===== config.mk =====
export PLATFORM = sky130hd
export DESIGN_NAME = control_unit_flat
export DESIGN_NICKNAME = d
export VERILOG_FILES = /design/src/rtl/control_unit_if.sv /design/src/rtl/control_unit.sv /design/src/flat_wrapper.sv
export SDC_FILE = /design/constraint.sdc
export NUM_CORES = 1
export LEC_CHECK = 0
export CAP_MARGIN = 20
export CORE_UTILIZATION = 30
export CTS_BUF_LIST = sky130_fd_sc_hd__clkbuf_2 sky130_fd_sc_hd__clkbuf_4 sky130_fd_sc_hd__clkbuf_8
export DETAILED_ROUTE_END_ITERATION = 10
export SLEW_MARGIN = 20
export SYNTH_ARGS = -nofsm -noshare
export SYNTH_HDL_FRONTEND = slang
export SYNTH_SLANG_ARGS = --single-unit

===== constraint.sdc =====
create_clock -name clk -period 3.6 [get_ports clk]
set_clock_uncertainty 0.2 [all_clocks]
set_input_delay 0.72 -clock clk [delete_from_list [all_inputs] [get_ports clk]]
set_output_delay 0.72 -clock clk [all_outputs]
set_load 0.02 [all_outputs]

===== src/rtl/control_unit_if.sv =====
// Control bundle between the sequencer and the 8-bit datapath.
// master = control unit (consumes opcode/flags, drives strobes and selects),
// slave  = datapath side.
interface control_unit_if;
  logic [7:0] ir;
  logic [3:0] ccr_result;   // {N,Z,V,C}
  logic       ir_load;
  logic       mar_load;
  logic       pc_load;
  logic       pc_inc;
  logic       a_load;
  logic       b_load;
  logic       r_load;
  logic       ccr_load;
  logic [2:0] alu_sel;
  logic       alu_opb_sel;
  logic [1:0] bus1_sel;
  logic [1:0] bus2_sel;
  logic       write;

  modport master (
    input  ir, ccr_result,
    output ir_load, mar_load, pc_load, pc_inc, a_load, b_load, r_load, ccr_load,
           alu_sel, alu_opb_sel, bus1_sel, bus2_sel, write
  );

  modport slave (
    output ir, ccr_result,
    input  ir_load, mar_load, pc_load, pc_inc, a_load, b_load, r_load, ccr_load,
           alu_sel, alu_opb_sel, bus1_sel, bus2_sel, write
  );
endinterface


===== src/rtl/control_unit.sv =====
// Moore sequencer for the 8-bit CPU: fetch / decode / execute with a wait
// state after every MAR load (synchronous memory read latency of one clk).
// The opcode is captured into op_q in decode so every later state decodes
// its outputs from registers only.
module control_unit #(
  parameter bit ILLEGAL_HALT = 1'b0
) (
  input  logic           clk,
  input  logic           reset,
  control_unit_if.master cu
);

  typedef enum logic [3:0] {
    S_FETCH_0, S_FETCH_1, S_FETCH_2, S_DECODE_3,
    S_OPND_4, S_OPND_5, S_OPND_6, S_OPND_7, S_OPND_8,
    S_EXEC_4, S_BR_4, S_BR_5, S_BR_6, S_NOBR_4, S_HALT
  } state_t;

  localparam logic [7:0] LDA_IMM = 8'h86, LDA_DIR = 8'h87;
  localparam logic [7:0] LDB_IMM = 8'h88, LDB_DIR = 8'h89;
  localparam logic [7:0] STA_DIR = 8'h96, STB_DIR = 8'h97, STR_DIR = 8'h98;
  localparam logic [7:0] SUB_BA  = 8'h4F;

  state_t     state_q, state_d;
  logic [7:0] op_q, op_d;

  logic       ir_load, mar_load, pc_load, pc_inc, a_load, b_load, r_load, ccr_load;
  logic [2:0] alu_sel;
  logic       alu_opb_sel;
  logic [1:0] bus1_sel, bus2_sel;
  logic       write;

  // ALU opcode to alu_sel; valid only when is_alu() is true.
  function automatic logic [2:0] alu_code(input logic [7:0] op);
    case (op)
      8'h42:        alu_code = 3'b000;
      8'h43, 8'h4F: alu_code = 3'b001;
      8'h44:        alu_code = 3'b010;
      8'h45:        alu_code = 3'b011;
      8'h4A:        alu_code = 3'b100;
      8'h4B, 8'h4E: alu_code = 3'b101;
      8'h46, 8'h4C: alu_code = 3'b110;
      default:      alu_code = 3'b111;   // 48 DECA, 4D DECB
    endcase
  endfunction

  function automatic logic is_alu(input logic [7:0] op);
    is_alu = op inside {8'h42, 8'h43, 8'h44, 8'h45, 8'h46, 8'h48,
                        8'h4A, 8'h4B, 8'h4C, 8'h4D, 8'h4E, 8'h4F};
  endfunction

  // B-destination ALU ops (bus1 = B, result into B).
  function automatic logic is_bop(input logic [7:0] op);
    is_bop = op inside {8'h4C, 8'h4D, 8'h4E, 8'h4F};
  endfunction

  function automatic logic is_opnd(input logic [7:0] op);
    is_opnd = op inside {LDA_IMM, LDA_DIR, LDB_IMM, LDB_DIR, STA_DIR, STB_DIR, STR_DIR};
  endfunction

  // Branch condition from {N,Z,V,C}; 20 is unconditional.
  function automatic logic br_taken(input logic [7:0] op, input logic [3:0] f);
    case (op)
      8'h20:   br_taken = 1'b1;
      8'h21:   br_taken = f[3];
      8'h22:   br_taken = !f[3];
      8'h23:   br_taken = f[2];
      8'h24:   br_taken = !f[2];
      8'h25:   br_taken = f[1];
      8'h26:   br_taken = !f[1];
      8'h27:   br_taken = f[0];
      default: br_taken = !f[0];       // 28 BCC
    endcase
  endfunction

  // State and captured opcode; reset lands directly in fetch.
  always_ff @(posedge clk or negedge reset) begin
    if (!reset) begin
      state_q <= S_FETCH_0;
      op_q    <= 8'h00;
    end else begin
      state_q <= state_d;
      op_q    <= op_d;
    end
  end

  // Next state and Moore outputs (from state_q/op_q only).
  always_comb begin
    state_d     = S_FETCH_0;
    op_d        = op_q;
    ir_load     = 1'b0;
    mar_load    = 1'b0;
    pc_load     = 1'b0;
    pc_inc      = 1'b0;
    a_load      = 1'b0;
    b_load      = 1'b0;
    r_load      = 1'b0;
    ccr_load    = 1'b0;
    alu_sel     = 3'b000;
    alu_opb_sel = 1'b0;
    bus1_sel    = 2'b00;
    bus2_sel    = 2'b00;
    write       = 1'b0;
    case (state_q)
      S_FETCH_0, S_OPND_4, S_BR_4: begin
        mar_load = 1'b1;
        bus2_sel = 2'b01;
        state_d  = (state_q == S_FETCH_0) ? S_FETCH_1 :
                   (state_q == S_OPND_4)  ? S_OPND_5  : S_BR_5;
      end
      S_FETCH_1: begin
        pc_inc  = 1'b1;
        state_d = S_FETCH_2;
      end
      S_FETCH_2: begin
        ir_load  = 1'b1;
        bus2_sel = 2'b10;
        state_d  = S_DECODE_3;
      end
      S_DECODE_3: begin
        op_d = cu.ir;
        if (is_opnd(cu.ir))                        state_d = S_OPND_4;
        else if (is_alu(cu.ir))                    state_d = S_EXEC_4;
        else if (cu.ir inside {[8'h20:8'h28]})
          state_d = br_taken(cu.ir, cu.ccr_result) ? S_BR_4 : S_NOBR_4;
        else                                       state_d = ILLEGAL_HALT ? S_HALT : S_FETCH_0;
      end
      S_OPND_5: begin
        pc_inc  = 1'b1;
        state_d = S_OPND_6;
      end
      S_OPND_6: begin
        bus2_sel = 2'b10;
        if (op_q == LDA_IMM || op_q == LDB_IMM) begin
          a_load  = (op_q == LDA_IMM);
          b_load  = (op_q == LDB_IMM);
          state_d = S_FETCH_0;
        end else begin
          mar_load = 1'b1;              // operand is an address
          state_d  = S_OPND_7;
        end
      end
      S_OPND_7: begin
        if (op_q inside {STA_DIR, STB_DIR, STR_DIR}) begin
          write    = 1'b1;
          bus1_sel = (op_q == STA_DIR) ? 2'b01 : (op_q == STB_DIR) ? 2'b10 : 2'b11;
          state_d  = S_FETCH_0;
        end else begin
          state_d  = S_OPND_8;          // read wait for direct load
        end
      end
      S_OPND_8: begin
        bus2_sel = 2'b10;
        a_load   = (op_q == LDA_DIR);
        b_load   = (op_q == LDB_DIR);
      end
      S_EXEC_4: begin
        r_load   = 1'b1;
        ccr_load = 1'b1;
        alu_sel  = alu_code(op_q);
        if (is_bop(op_q)) begin
          b_load      = 1'b1;
          bus1_sel    = 2'b10;
          alu_opb_sel = (op_q == SUB_BA);
        end else begin
          a_load   = 1'b1;
          bus1_sel = 2'b01;
        end
      end
      S_BR_5:   state_d = S_BR_6;
      S_BR_6: begin
        bus2_sel = 2'b10;
        pc_load  = 1'b1;
      end
      S_NOBR_4: pc_inc  = 1'b1;          // skip the branch target byte
      S_HALT:   state_d = S_HALT;
      default:  state_d = S_FETCH_0;
    endcase
  end

  assign cu.ir_load     = ir_load;
  assign cu.mar_load    = mar_load;
  assign cu.pc_load     = pc_load;
  assign cu.pc_inc      = pc_inc;
  assign cu.a_load      = a_load;
  assign cu.b_load      = b_load;
  assign cu.r_load      = r_load;
  assign cu.ccr_load    = ccr_load;
  assign cu.alu_sel     = alu_sel;
  assign cu.alu_opb_sel = alu_opb_sel;
  assign cu.bus1_sel    = bus1_sel;
  assign cu.bus2_sel    = bus2_sel;
  assign cu.write       = write;

endmodule

===== src/flat_wrapper.sv =====
// flat-port wrapper written by rule: the top's interface ports become plain ports
module control_unit_flat 
#(
  parameter bit ILLEGAL_HALT = 1'b0
)
  (clk, reset, cu_ir, cu_ccr_result, cu_ir_load, cu_mar_load, cu_pc_load, cu_pc_inc, cu_a_load, cu_b_load, cu_r_load, cu_ccr_load, cu_alu_sel, cu_alu_opb_sel, cu_bus1_sel, cu_bus2_sel, cu_write);
  control_unit_if cu_i ();
  input  logic clk;
  input  logic reset;
  input wire logic [$bits(cu_i.ir)-1:0] cu_ir;
  input wire logic [$bits(cu_i.ccr_result)-1:0] cu_ccr_result;
  output wire logic [$bits(cu_i.ir_load)-1:0] cu_ir_load;
  output wire logic [$bits(cu_i.mar_load)-1:0] cu_mar_load;
  output wire logic [$bits(cu_i.pc_load)-1:0] cu_pc_load;
  output wire logic [$bits(cu_i.pc_inc)-1:0] cu_pc_inc;
  output wire logic [$bits(cu_i.a_load)-1:0] cu_a_load;
  output wire logic [$bits(cu_i.b_load)-1:0] cu_b_load;
  output wire logic [$bits(cu_i.r_load)-1:0] cu_r_load;
  output wire logic [$bits(cu_i.ccr_load)-1:0] cu_ccr_load;
  output wire logic [$bits(cu_i.alu_sel)-1:0] cu_alu_sel;
  output wire logic [$bits(cu_i.alu_opb_sel)-1:0] cu_alu_opb_sel;
  output wire logic [$bits(cu_i.bus1_sel)-1:0] cu_bus1_sel;
  output wire logic [$bits(cu_i.bus2_sel)-1:0] cu_bus2_sel;
  output wire logic [$bits(cu_i.write)-1:0] cu_write;
  assign cu_i.ir = cu_ir;
  assign cu_i.ccr_result = cu_ccr_result;
  assign cu_ir_load = cu_i.ir_load;
  assign cu_mar_load = cu_i.mar_load;
  assign cu_pc_load = cu_i.pc_load;
  assign cu_pc_inc = cu_i.pc_inc;
  assign cu_a_load = cu_i.a_load;
  assign cu_b_load = cu_i.b_load;
  assign cu_r_load = cu_i.r_load;
  assign cu_ccr_load = cu_i.ccr_load;
  assign cu_alu_sel = cu_i.alu_sel;
  assign cu_alu_opb_sel = cu_i.alu_opb_sel;
  assign cu_bus1_sel = cu_i.bus1_sel;
  assign cu_bus2_sel = cu_i.bus2_sel;
  assign cu_write = cu_i.write;
  control_unit #(.ILLEGAL_HALT(ILLEGAL_HALT)) u_core (.clk(clk), .reset(reset), .cu(cu_i));
endmodule

==> summary.json <==
{
  "logic_synthesis": {
    "synthDominantAreaCellType": "dfrtp_1",
    "synth_sequential_area_ratio_pct": 25.2,
    "synthesized_instance_count": 145,
    "syn-cell-area_sq_um": 1190,
    "count_of_flip_flops_with_a_built_in_enable_after_synthesis": 0,
    "yosysWarnings": 0,
    "synth_common_cells": "nor2_1, dfrtp_1, nand2_1",
    "most_frequent_cell_after_synthesis": "nor2_1",
    "ys_seq_elements": 12,
    "synth_ff_type": "dfrtp_1",
    "synth_cell_types": 48,
    "syn_area_per_cell_sq_um": 8.22,
    "synthesis.nets": 159,
    "ys_async_sr_fraction_pct": 100,
    "synth_largest_type_area_fraction_pct": 25.2,
    "synth_top_cells_by_area": "dfrtp_1, mux2_2, nor2_1"
  },
  "cells_and_area": {
    "final.fill_count": 380,
    "antenna_cell_count": 0,
    "final_nets": 180,
    "share_of_layout_cells_above_drive_strength_1_pct": 13.9,
    "area_growth_pct": 30.0,
    "postLayoutCellArea_sq_um": 1550
  },
  "power_and_ir_drop": {
    "pwr-share-comb_pct": 52.6,
    "total_power_uw": 1100,
    "p_leak_uw": 0.000534,
    "power.clock.fraction_pct": 13.2,
    "swShare_pct": 44.2,
    "seq_power_share_pct": 34.2,
    "p_switching_uw": 486,
    "power_report.internal_total_uw": 613,
    "powerDensity_nw_per_um2": 709,
    "power.ir.vdd_worst_mv": 0.203
  },
  "floorplanning": {
    "dieArea_sq_um": 4230,
    "placeableCoreArea_sq_um": 3740,
    "pin_count": 31,
    "row_count": 22,
    "start_util_pct": 31.9,
    "dieHeight_microns": 65.0,
    "die-width_microns": 65.0
  },
  "sta": {
    "worstMarginPinSlew_ps": 542,
    "finalCriticalPeriod_ps": 3390,
    "timing.final.ws_setup_ps": 211,
    "slew_headroom_pct": 63.7,
    "fmax_mhz": 295,
    "final_total_negative_setup_slack_ps": 0,
    "slew_violations": 0,
    "grt_setup_unrepaired": "no",
    "final_hold_viol_count": 0,
    "report.final.setup_viol": 0,
    "timing.final.crit_share_pct": 94.1
  },
  "clocking": {
    "worst_setup_hold_path_clk_slew_ps": 50,
    "clk_latency_ps": 240,
    "post_cts_resized": 0,
    "cts_tree": "yes",
    "h_tree_levels": 1,
    "maximum_clock_insertion_buffer_count": 2,
    "tritoncts.num_buffers": 3,
    "post-cts-setup-buffers": 0,
    "cts.sink_count": 12,
    "post_cts_hold_buffer_count": 0,
    "clk_root_buffer_cell": "clkbuf_8"
  },
  "detailed_routing": {
    "routed-via-count": 1161,
    "routed_wirelength_microns": 2850,
    "detail-route-antenna-nets": 0,
    "detail_route.first_pass.iterations": 4,
    "route.detailed.vias_per_inst": 5.45,
    "remaining_drc_errors": 0,
    "drt_iter0_drc": 69,
    "wire_per_inst_microns": 13.4
  },
  "critical_path": {
    "worst-path-max-fanout": 4,
    "timing_worst_setup_path_type": "flip-flop to output port",
    "crit_required_ps": 2680,
    "timing.critical_path.to_type": "output port",
    "critPathArrivalTime_ps": 2470,
    "startpoint_type": "flip-flop",
    "worst_setup_path_startpoint": "u_core.op_q[5]",
    "crit-reg2reg-launch": "u_core.state_q[1]"
  },
  "placement": {
    "detailed_place.area_sq_um": 1490,
    "gp_congestion": 0.863,
    "dp_slack_ps": 433,
    "io_buffer_count": 30,
    "dpl_hpwl_microns": 2180
  },
  "global_route": {
    "grt_first_pass_wirelength_microns": 4950,
    "via_count_of_the_first_global_routing_pass": 1083,
    "pin_count_of_the_biggest_net_entering_global_routing": 19,
    "grt.overflow.total": 0,
    "grt_usage_pct": 14.9,
    "grt_antenna_before_repair": 0
  },
  "run": {
    "max-cap-violations": 0
  },
  "hold_path": {
    "min-delay-start": "u_core.op_q[7]",
    "hp-class": "flip-flop to flip-flop"
  },
  "status": {
    "run_status": "completed"
  }
}
==> path summary, 6_finish.rpt <==
path | cells past startpoint | endpoint | slack [ps]
hold reg to reg | 1 | u_core.op_q[7] | 380
setup reg to reg | 5 | u_core.state_q[2] | 1620
max in group asynchronous | 1 | u_core.state_q[3] | 2170
setup / recovery | 5 | cu_bus1_sel[1] | 210
hold / removal | 1 | u_core.op_q[7] | 380
min in group asynchronous | 1 | u_core.op_q[3] | 640
==> per-layer routing <==
metal,track usage (%),wire [microns],vias to the layer above
li1,-,-,590
met1,20.0,1380,547
met2,24.6,1360,20
met3,1.76,83,4
met4,4.89,25,0
met5,0,0,-
==> cell type report <==
class,instances,area (sq um),share of cell area (%)
Inverter,4,15.0,0.969
Timing Repair Buffer,31,308,19.9
Clock buffer,4,55.1,3.55
Sequential cell,12,302,19.5
Multi-Input combinational cell,114,811,52.3
Tap cell,48,60.1,3.87
==> kinds of logic (layout without fill, tap and decap cells) <==
| logic type | after synthesis | after routing | share of synthesized area, % |
|---|---|---|---|
| XOR/XNOR | 2 | 2 | 1.47 |
| AO/OA/AOI/OAI | 38 | 38 | 22.4 |
| AND/OR/NAND/NOR | 64 | 64 | 34.9 |
| flip-flops | 12 | 12 | 25.2 |
| multiplexers | 10 | 10 | 9.23 |
| buffers and inverters | 19 | 39 | 6.82 |
==> per-stage QoR <==
step	hold WS (ps)	util (%)	cells
3_3_place_gp	345	39.9	209
6_report	376	41.4	213
2_1_floorplan	224	-	145
3_5_place_dp	365	39.9	209
5_1_grt	420	41.4	213
4_1_cts	381	41.4	213
==> registers in the layout, indices dropped and copies added (netlist names) <==
signal          count
u_core.op_q         8
u_core.state_q      4
==> critical path: stages (launching register included) <==
cell and delay [ps]:
dfrtp_1 420, nor4bb_1 470, nand4_1 260, o41ai_1 300
o2bb2ai_1 150, clkdlybuf4s50_1 620
==> power groups by stage <==
stage	clock network, uW	logic, uW	registers (uW)
floorplan	0	527	252
global placement	0	577	370
detailed placement	0	583	375
CTS	149	585	373
global route	155	631	399
finish	146	578	375
==> cells in the final DEF, fill, tap and decap left out, drive strengths merged, types with 5 or more instances in the layout <==
| master | n |
|---|---|
| nand3 | 6 |
| mux2 | 8 |
| dfrtp | 12 |
| nor3 | 5 |
| nor2 | 14 |
| a21oi | 6 |
| nor4b | 5 |
| clkdlybuf4s50 | 30 |
| o21ai | 7 |
| nand2 | 10 |
Power figures use the tool's default switching activity.
